===== config.mk =====
export PLATFORM = sky130hd
export DESIGN_NAME = imem_loader
export DESIGN_NICKNAME = d
export VERILOG_FILES = /design/src/rtl/imem_loader.sv
export SDC_FILE = /design/constraint.sdc
export NUM_CORES = 1
export LEC_CHECK = 0
export CAP_MARGIN = 5
export CORE_ASPECT_RATIO = 0.9
export CORE_MARGIN = 8
export CORE_UTILIZATION = 52
export CTS_CLUSTER_SIZE = 14
export DETAILED_ROUTE_END_ITERATION = 12
export GPL_TIMING_DRIVEN = 0
export PLACE_DENSITY = 0.83
export SLEW_MARGIN = 30
export SYNTH_ARGS = -nofsm -noshare
export SYNTH_HDL_FRONTEND = slang
export SYNTH_SLANG_ARGS = --single-unit

===== constraint.sdc =====
create_clock -name clk -period 2.89 [get_ports clk]
set_input_delay 0.867 -clock clk [delete_from_list [all_inputs] [get_ports clk]]
set_output_delay 0.867 -clock clk [all_outputs]
set_load 0.005 [all_outputs]

===== src/rtl/imem_loader.sv =====
// imem_loader: boot-time instruction-memory loader.
// Accepts a byte stream (valid/ready) of the form
//   count N (16b, MSB first), N x 16-bit words (MSB first) [, 16-bit checksum]
// and writes the words to consecutive instruction-memory addresses from 0,
// holding the core in reset until the image is complete and error-free.
//
// Optional build macro: IMEM_LOADER_CHKSUM_EN adds the trailing checksum
// field (mod-2^16 sum of all N words) and drives chk_err; without it
// chk_err is tied 0.
//
// Ports:
//   clk, rst_n        clock, async active-low reset
//   in_valid/in_data  input byte stream, in_ready registered back-pressure
//   start             pulse; restarts a load from DONE
//   wr_en/addr/data   instruction-memory write port, one strobe per word
//   core_rst          active-high core reset, released on clean completion
//   done              load finished
//   len_err, chk_err  sticky header-length / checksum errors
//
// state   | meaning
// HDR_HI  | waiting for count high byte
// HDR_LO  | waiting for count low byte
// DAT_HI  | waiting for word high byte
// DAT_LO  | waiting for word low byte
// CHK_HI  | waiting for checksum high byte (macro only)
// CHK_LO  | waiting for checksum low byte (macro only)
// DONE    | image complete, core released if no error
module imem_loader #(
    parameter int P_INST_NUM = 1024,
    parameter int P_ADDR_W   = 10
) (
    input  logic                clk,
    input  logic                rst_n,
    input  logic                in_valid,
    input  logic [7:0]          in_data,
    output logic                in_ready,
    input  logic                start,
    output logic                wr_en,
    output logic [P_ADDR_W-1:0] wr_addr,
    output logic [15:0]         wr_data,
    output logic                core_rst,
    output logic                done,
    output logic                len_err,
    output logic                chk_err
);

    typedef enum logic [2:0] {
        S_HDR_HI,
        S_HDR_LO,
        S_DAT_HI,
        S_DAT_LO,
`ifdef IMEM_LOADER_CHKSUM_EN
        S_CHK_HI,
        S_CHK_LO,
`endif
        S_DONE
    } state_t;

`ifdef IMEM_LOADER_CHKSUM_EN
    localparam state_t S_AFTER_DAT = S_CHK_HI;
`else
    localparam state_t S_AFTER_DAT = S_DONE;
`endif

    state_t state_q, state_d;

    logic [15:0]         cnt_q, cnt_d;
    logic [15:0]         idx_q, idx_d;
    logic [7:0]          hi_q, hi_d;
    logic                wr_en_q, wr_en_d;
    logic [P_ADDR_W-1:0] wr_addr_q, wr_addr_d;
    logic [15:0]         wr_data_q, wr_data_d;
    logic                in_ready_q, in_ready_d;
    logic                done_q, done_d;
    logic                core_rst_q, core_rst_d;
    logic                len_err_q, len_err_d;
    logic                chk_err_d;
`ifdef IMEM_LOADER_CHKSUM_EN
    logic                chk_err_q;
    logic [15:0]         sum_q, sum_d;
`endif

    logic        accept;
    logic [15:0] word;
    logic [15:0] hdr_cnt;
    logic        last_word;
    logic        in_range;

    assign accept    = in_valid && in_ready_q;
    assign word      = {hi_q, in_data};
    assign hdr_cnt   = {cnt_q[15:8], in_data};
    assign last_word = ((idx_q + 16'd1) == cnt_q);
    // Words beyond the memory depth are still consumed, just never written.
    assign in_range  = ({16'd0, idx_q} < 32'(P_INST_NUM));

    // State register
    always_ff @(posedge clk or negedge rst_n) begin
        if (!rst_n) state_q <= S_HDR_HI;
        else        state_q <= state_d;
    end

    // Next-state logic
    always_comb begin
        state_d = state_q;
        case (state_q)
            S_HDR_HI: if (accept) state_d = S_HDR_LO;
            S_HDR_LO: if (accept) state_d = (hdr_cnt != 16'd0) ? S_DAT_HI : S_AFTER_DAT;
            S_DAT_HI: if (accept) state_d = S_DAT_LO;
            S_DAT_LO: if (accept) state_d = last_word ? S_AFTER_DAT : S_DAT_HI;
`ifdef IMEM_LOADER_CHKSUM_EN
            S_CHK_HI: if (accept) state_d = S_CHK_LO;
            S_CHK_LO: if (accept) state_d = S_DONE;
`endif
            S_DONE:   if (start)  state_d = S_HDR_HI;
            default:  state_d = S_HDR_HI;
        endcase
    end

    // Output / datapath logic
    always_comb begin
        cnt_d     = cnt_q;
        idx_d     = idx_q;
        hi_d      = hi_q;
        wr_en_d   = 1'b0;
        wr_addr_d = wr_addr_q;
        wr_data_d = wr_data_q;
        len_err_d = len_err_q;
        chk_err_d = 1'b0;
`ifdef IMEM_LOADER_CHKSUM_EN
        chk_err_d = chk_err_q;
        sum_d     = sum_q;
`endif
        case (state_q)
            S_HDR_HI: if (accept) cnt_d[15:8] = in_data;
            S_HDR_LO: if (accept) begin
                cnt_d[7:0] = in_data;
                idx_d      = 16'd0;
`ifdef IMEM_LOADER_CHKSUM_EN
                sum_d      = 16'd0;
`endif
                if ({16'd0, hdr_cnt} > 32'(P_INST_NUM)) len_err_d = 1'b1;
            end
            S_DAT_HI: if (accept) hi_d = in_data;
            S_DAT_LO: if (accept) begin
                if (in_range) begin
                    wr_en_d   = 1'b1;
                    wr_addr_d = idx_q[P_ADDR_W-1:0];
                    wr_data_d = word;
                end
                idx_d = idx_q + 16'd1;
`ifdef IMEM_LOADER_CHKSUM_EN
                sum_d = sum_q + word;
`endif
            end
`ifdef IMEM_LOADER_CHKSUM_EN
            S_CHK_HI: if (accept) hi_d = in_data;
            S_CHK_LO: if (accept && (word != sum_q)) chk_err_d = 1'b1;
`endif
            S_DONE: if (start) begin
                len_err_d = 1'b0;
                chk_err_d = 1'b0;
            end
            default: ;
        endcase
        in_ready_d = (state_d != S_DONE);
        // When the last accept also writes, completion is reported one
        // cycle later so the core never leaves reset before the final write.
        done_d     = (state_d == S_DONE) && !wr_en_d;
        core_rst_d = !(done_d && !len_err_d && !chk_err_d);
    end

    always_ff @(posedge clk or negedge rst_n) begin
        if (!rst_n) begin
            cnt_q      <= '0;
            idx_q      <= '0;
            hi_q       <= '0;
            wr_en_q    <= 1'b0;
            wr_addr_q  <= '0;
            wr_data_q  <= '0;
            in_ready_q <= 1'b0;
            done_q     <= 1'b0;
            core_rst_q <= 1'b1;
            len_err_q  <= 1'b0;
`ifdef IMEM_LOADER_CHKSUM_EN
            chk_err_q  <= 1'b0;
            sum_q      <= '0;
`endif
        end else begin
            cnt_q      <= cnt_d;
            idx_q      <= idx_d;
            hi_q       <= hi_d;
            wr_en_q    <= wr_en_d;
            wr_addr_q  <= wr_addr_d;
            wr_data_q  <= wr_data_d;
            in_ready_q <= in_ready_d;
            done_q     <= done_d;
            core_rst_q <= core_rst_d;
            len_err_q  <= len_err_d;
`ifdef IMEM_LOADER_CHKSUM_EN
            chk_err_q  <= chk_err_d;
            sum_q      <= sum_d;
`endif
        end
    end

    assign in_ready = in_ready_q;
    assign wr_en    = wr_en_q;
    assign wr_addr  = wr_addr_q;
    assign wr_data  = wr_data_q;
    assign done     = done_q;
    assign core_rst = core_rst_q;
    assign len_err  = len_err_q;
`ifdef IMEM_LOADER_CHKSUM_EN
    assign chk_err  = chk_err_q;
`else
    assign chk_err  = 1'b0;
`endif

endmodule


### Word-level counts from Yosys, hierarchy flattened

Cells that the tools add are included.

* add/subtract/negate cells: 1
* $lt $le $gt $ge: 2
* equality and inequality tests: 9
* muxes and demuxes: 18
* reductions and logical operators: 14

Operators with widths (number)
* $mux 16: 2
* $pmux 16 s2: 1
* $mux 3: 7
* $add 16x1->16 const B: 1
* $eq 16x16->1: 1
* $gt 16x11->1 const B: 1
* $lt 16x11->1 const B: 1
* $reduce_bool 16->1: 1
* $pmux 3 s5: 1
* $eq 3x2->1 const B: 2
* $eq 3x3->1 const B: 2
* $mux 1: 6
* $reduce_and 2->1: 3
* $reduce_and 3->1: 2
* $ne 2x2->1 const B: 2
* $eq 3x1->1 const B: 1
* $logic_and 1x1->1: 3
* $logic_not 1->1: 3
* $logic_not 3->1: 1
* $ne 3x3->1 const B: 1
* $pmux 1 s2: 1
* $reduce_bool 2->1: 1

* register bits: 74
* input port bits: 12
* output and inout port bits: 32
* logic and storage cells: 56

### Depth between registers and ports, before layout

* word-level depth: 9
* mapped depth: 9
* mapped depth without buffers: 8

### Worst setup path after synthesis

No wires, ideal clock.

* path type: input to register
* from: input in_valid
* to: register done_q, in the netlist done
* setup time: 120 ps
* arrival time: 2165 ps
* data required time: 2770 ps
* setup slack: 605 ps
* stages on the path: 6
* path buffers: 1
* cell sequence: nand2_1 > nor2_4 > nand2_1 > or4_4 > buf_6 > a41o_1

* word-level cells in the longest chain between the ends: 5
* elaborated cells between the ends (all ways): 11
* classes of those cells: 1 x eq/ne; 7 x mux; 3 x reduce/logical

RTL lines
* start: declaration: line 34 `input logic in_valid,`
* $logic_and 1x1->1 *: line 89 `assign accept = in_valid && in_ready_q;`
* $mux 3, or another cell as far along: line 109 `S_DAT_LO: if (accept) state_d = last_word ? S_AFTER_DAT : S_DAT_HI;`
* $pmux 3 s5 / $mux 1 (equally long branches): line 105, 133
* $eq 3x3->1 / $logic_not 1->1 (equally long branches): line 168 `done_d = (state_d == S_DONE) && !wr_en_d;`
* $logic_and 1x1->1 *: line 168
* net done_d: line 74 `logic done_q, done_d;`
* end signal: assignment: line 196 `done_q <= done_d;`
* end: declaration: line 74

Mark *: on every way through the listed nets, which the timed path passes. The rest lies on a longest branch.
A chain may end at the register's enable or synchronous reset.

### Worst setup path in the final report

* from: input in_valid
* to: register wr_data_q[9], in the netlist wr_data[9]

* word-level cells in the longest chain between the ends: 2

RTL lines
* $logic_and 1x1->1: line 89
* $reduce_and 3->1 (no source line)
* end signal: assignment: line 194 `wr_data_q <= wr_data_d;`
* end: declaration: line 72 `logic [15:0] wr_data_q, wr_data_d;`

Every way passes these cells.

==> impl_metrics.ini <==
[status]
status = finished, final reports clean

[global_route]
grt_pass1_vias = 2959
grt_pass1_wl_um = 14900
grt_overflow = 0
grt_util_all_layers_pct = 18.5
grt_max_degree = 54
antenna_found_initial = 0

[final_layout]
multi_input_area_sq_mm = 0.00173
antennaDiodeCount = 0
layoutNonFillerInstCount = 542
area_delta_synth_final_pct = 20.6
drive_gt1_share_pct = 17.1
nets = 457
fillers = 557
regArea_sq_mm = 0.00185

[clock_network]
htree_levels = 3
cts_sinks = 74
hold_buffers = 0
numCtsBuffers = 9
clkTransAtPathRegs_ns = 0.09
root_buffer = clkbuf_8
cts_repair_resize_count = 0
cts.path.max_buffers = 2
clk_latency_ns = 0.36
cts_tree = built

[sta]
fin_ws_ns = 0.217
tightestPinTransition_ns = 0.654
rsz0062_at_grt = no
holdWs_ns = 0.392
fmax_ghz = 0.374
fin_setup_tns_ns = 0
finClkSkew_ns = 0.0124
slew_headroom_pct = 56.2
maxSlewViolCount = 0
hold_viol = 0
finalCriticalPeriod_ns = 2.67
setup_violations = 0
fin_crit_sh_pct = 92.5

[power]
power_frac_clock_pct = 19.4
p_leak_nw = 2.05
pwr-share-comb_pct = 40.1
power.density_mw_per_mm2 = 905
switchingPower_w = 0.00154
p_total_w = 0.00408
p_int_w = 0.00254
sw_frac_of_total_pct = 37.7
peakVddDrop_mv = 0.583
power_frac_seq_pct = 40.5

[place]
pre_cts_slack_ns = -0.292
dp_hpwl_um = 6330
dp.cells = 524
place_congestion = 0.873
portBuffers = 42

[routing]
num_vias = 2967
route.met3.wl_um = 567
top_layer = met4
wl_per_cell_um = 16.2
vias_per_cell = 5.47
drt-met1-wl_um = 4000
drtIter0Drc = 174
routed_wirelength_um = 8770
drc_errors = 0
drt.antenna.violating_nets = 0
firstDrtPassIters = 4
wl_met2_um = 4050

[yosys]
syn_inst = 388
synth_top_area_cell = dfrtp_1
ys_ff_latch = 74
yosysSeqAreaShare_pct = 49.6
syn_avg_cell_area_sq_um = 9.62
async_reset_ff_share_pct = 100
ys.flop_type = dfrtp_1
yosysWarnings = 0
synth_area_sq_mm = 0.00373
synth_top_area_share_pct = 48.9
synth_edf_count = 0
synthDistinctLibCells = 54
synth_nets = 401
ys_top_cells_by_area = dfrtp_1 (49%), nand2_1 (12%), mux2_2 (7.2%), xnor2_1 (2.8%), o31ai_1 (2.2%)

[critical_path]
cp-end-kind = flip-flop
critPathKind = in -> reg
path_max_fanout = 10
worst_ep_arrival_time_ns = 2.97
start_kind = input port
crit_required_ns = 3.19

[floorplan]
fp.dieH_um = 96.4
pin_count = 44
initial_core_util_pct = 53.3
dieWidth_um = 105
num_rows = 29
core_sq_mm = 0.00700
fp.dieArea_sq_mm = 0.0102

[run]
max-cap-violations = 0

[worst_hold_path]
min_path_type = in -> async
[cells in the mapped netlist (3+ instances only)]
master and number:
nand2_1 121, dfrtp_1 73, mux2_2 24, nor2_1 16
o21ai_0 15, xnor2_1 12, nand3_1 11, o31ai_1 11
buf_4 7, xor2_1 7, a21oi_1 6, buf_2 6
mux2i_1 6, nand4_1 6, nor3_1 5, inv_1 4
nor2b_1 4, and3_1 3, buf_6 3, clkbuf_1 3
nor4_2 3, or3_1 3
[what timing repair did]
action | in CTS | in global routing
buffers inserted | 0 | 2
setup endpoints to repair | 0 | 12
hold endpoints to repair | 0 | 0
[worst max-delay path: stages]
cell             delay, ns
clkdlybuf4s50_1       0.50
nand2_1               0.21
nor2_4                0.18
nand2_1               0.11
or4_4                 0.54
inv_2                 0.19
buf_4                 0.21
nand2_1               0.09
nand2_1               0.07
[flip-flops by register name, indices dropped and copies added (netlist names)]
signal and flops:
cnt_q 16, core_rst 1, done 1, hi_q 8
idx_q 16, in_ready 1, len_err 1, state_q 3
wr_addr 10, wr_data 16, wr_en 1
[through the flow]
stage	area, sq um	util, %
2_1_floorplan	3730	-
3_3_place_gp	4270	61.0
5_1_grt	4500	64.3
6_report	4500	64.3
3_5_place_dp	4300	61.3
4_1_cts	4490	64.1
[power by group through the flow]
| stage | Combinational (W) | Sequential [W] | Clock, W |
|---|---|---|---|
| floorplan | 0.00102 | 0.00161 | 0 |
| global route | 0.00180 | 0.00170 | 0.000851 |
| global placement | 0.00157 | 0.00164 | 0 |
| finish | 0.00163 | 0.00165 | 0.000791 |
| detailed placement | 0.00162 | 0.00167 | 0 |
| CTS | 0.00163 | 0.00165 | 0.000809 |
[placed cells by master (no fill, tap or decap), drive strengths merged, types with 5 or more instances in the layout]
cell           count
clkbuf            12
nor3               6
mux2              24
xor2               7
dfrtp             73
mux2i              6
inv               10
nand3             12
xnor2             12
nand2            123
a21oi              6
clkdlybuf4s50     41
nor2              17
o31ai             11
o21ai             15
nand4              6
buf               21
nor4               5
[worst paths after layout]
check	cells after the start	slack (ns)	end	from
worst max-delay path	9	0.22	wr_data[9]	in_valid
worst min-delay path	1	0.39	in_ready	rst_n
worst max register to register	8	0.34	state_q[1]	idx_q[0]
worst min register to register	2	0.46	wr_data[15]	hi_q[7]
max in group asynchronous	2	1.96	hi_q[7]	rst_n
min in group clk	2	0.46	wr_data[15]	hi_q[7]
[routing by layer]
metal  global-route usage, %  vias up
met1                    23.3     1448
met3                    6.17       13
met4                    6.05        0
li1                        -     1429
met5                       0        -
met2                    29.6       77
[final cells by class]
| type | instances | share of cell area (%) |
|---|---|---|
| Sequential cell | 74 | 41.2 |
| Clock inverter | 7 | 1.50 |
| Timing Repair Buffer | 45 | 10.2 |
| Tap cell | 93 | 2.58 |
| Inverter | 5 | 0.417 |
| Buffer | 20 | 2.92 |
| Clock buffer | 9 | 2.75 |
| Multi-Input combinational cell | 289 | 38.4 |
[cell families after synthesis]
kind of cell	count (synthesis)	synth area share, %
AOI/OAI and AO/OA	43	7.54
xor gates and xnor gates	19	4.46
adders and majority gates	1	0.335
buffers and inverters	25	4.02
DFF	74	49.6
muxes	30	8.85
other	1	0.100
and+or+nand+nor	195	25.1
Power figures use the tool's default switching activity.
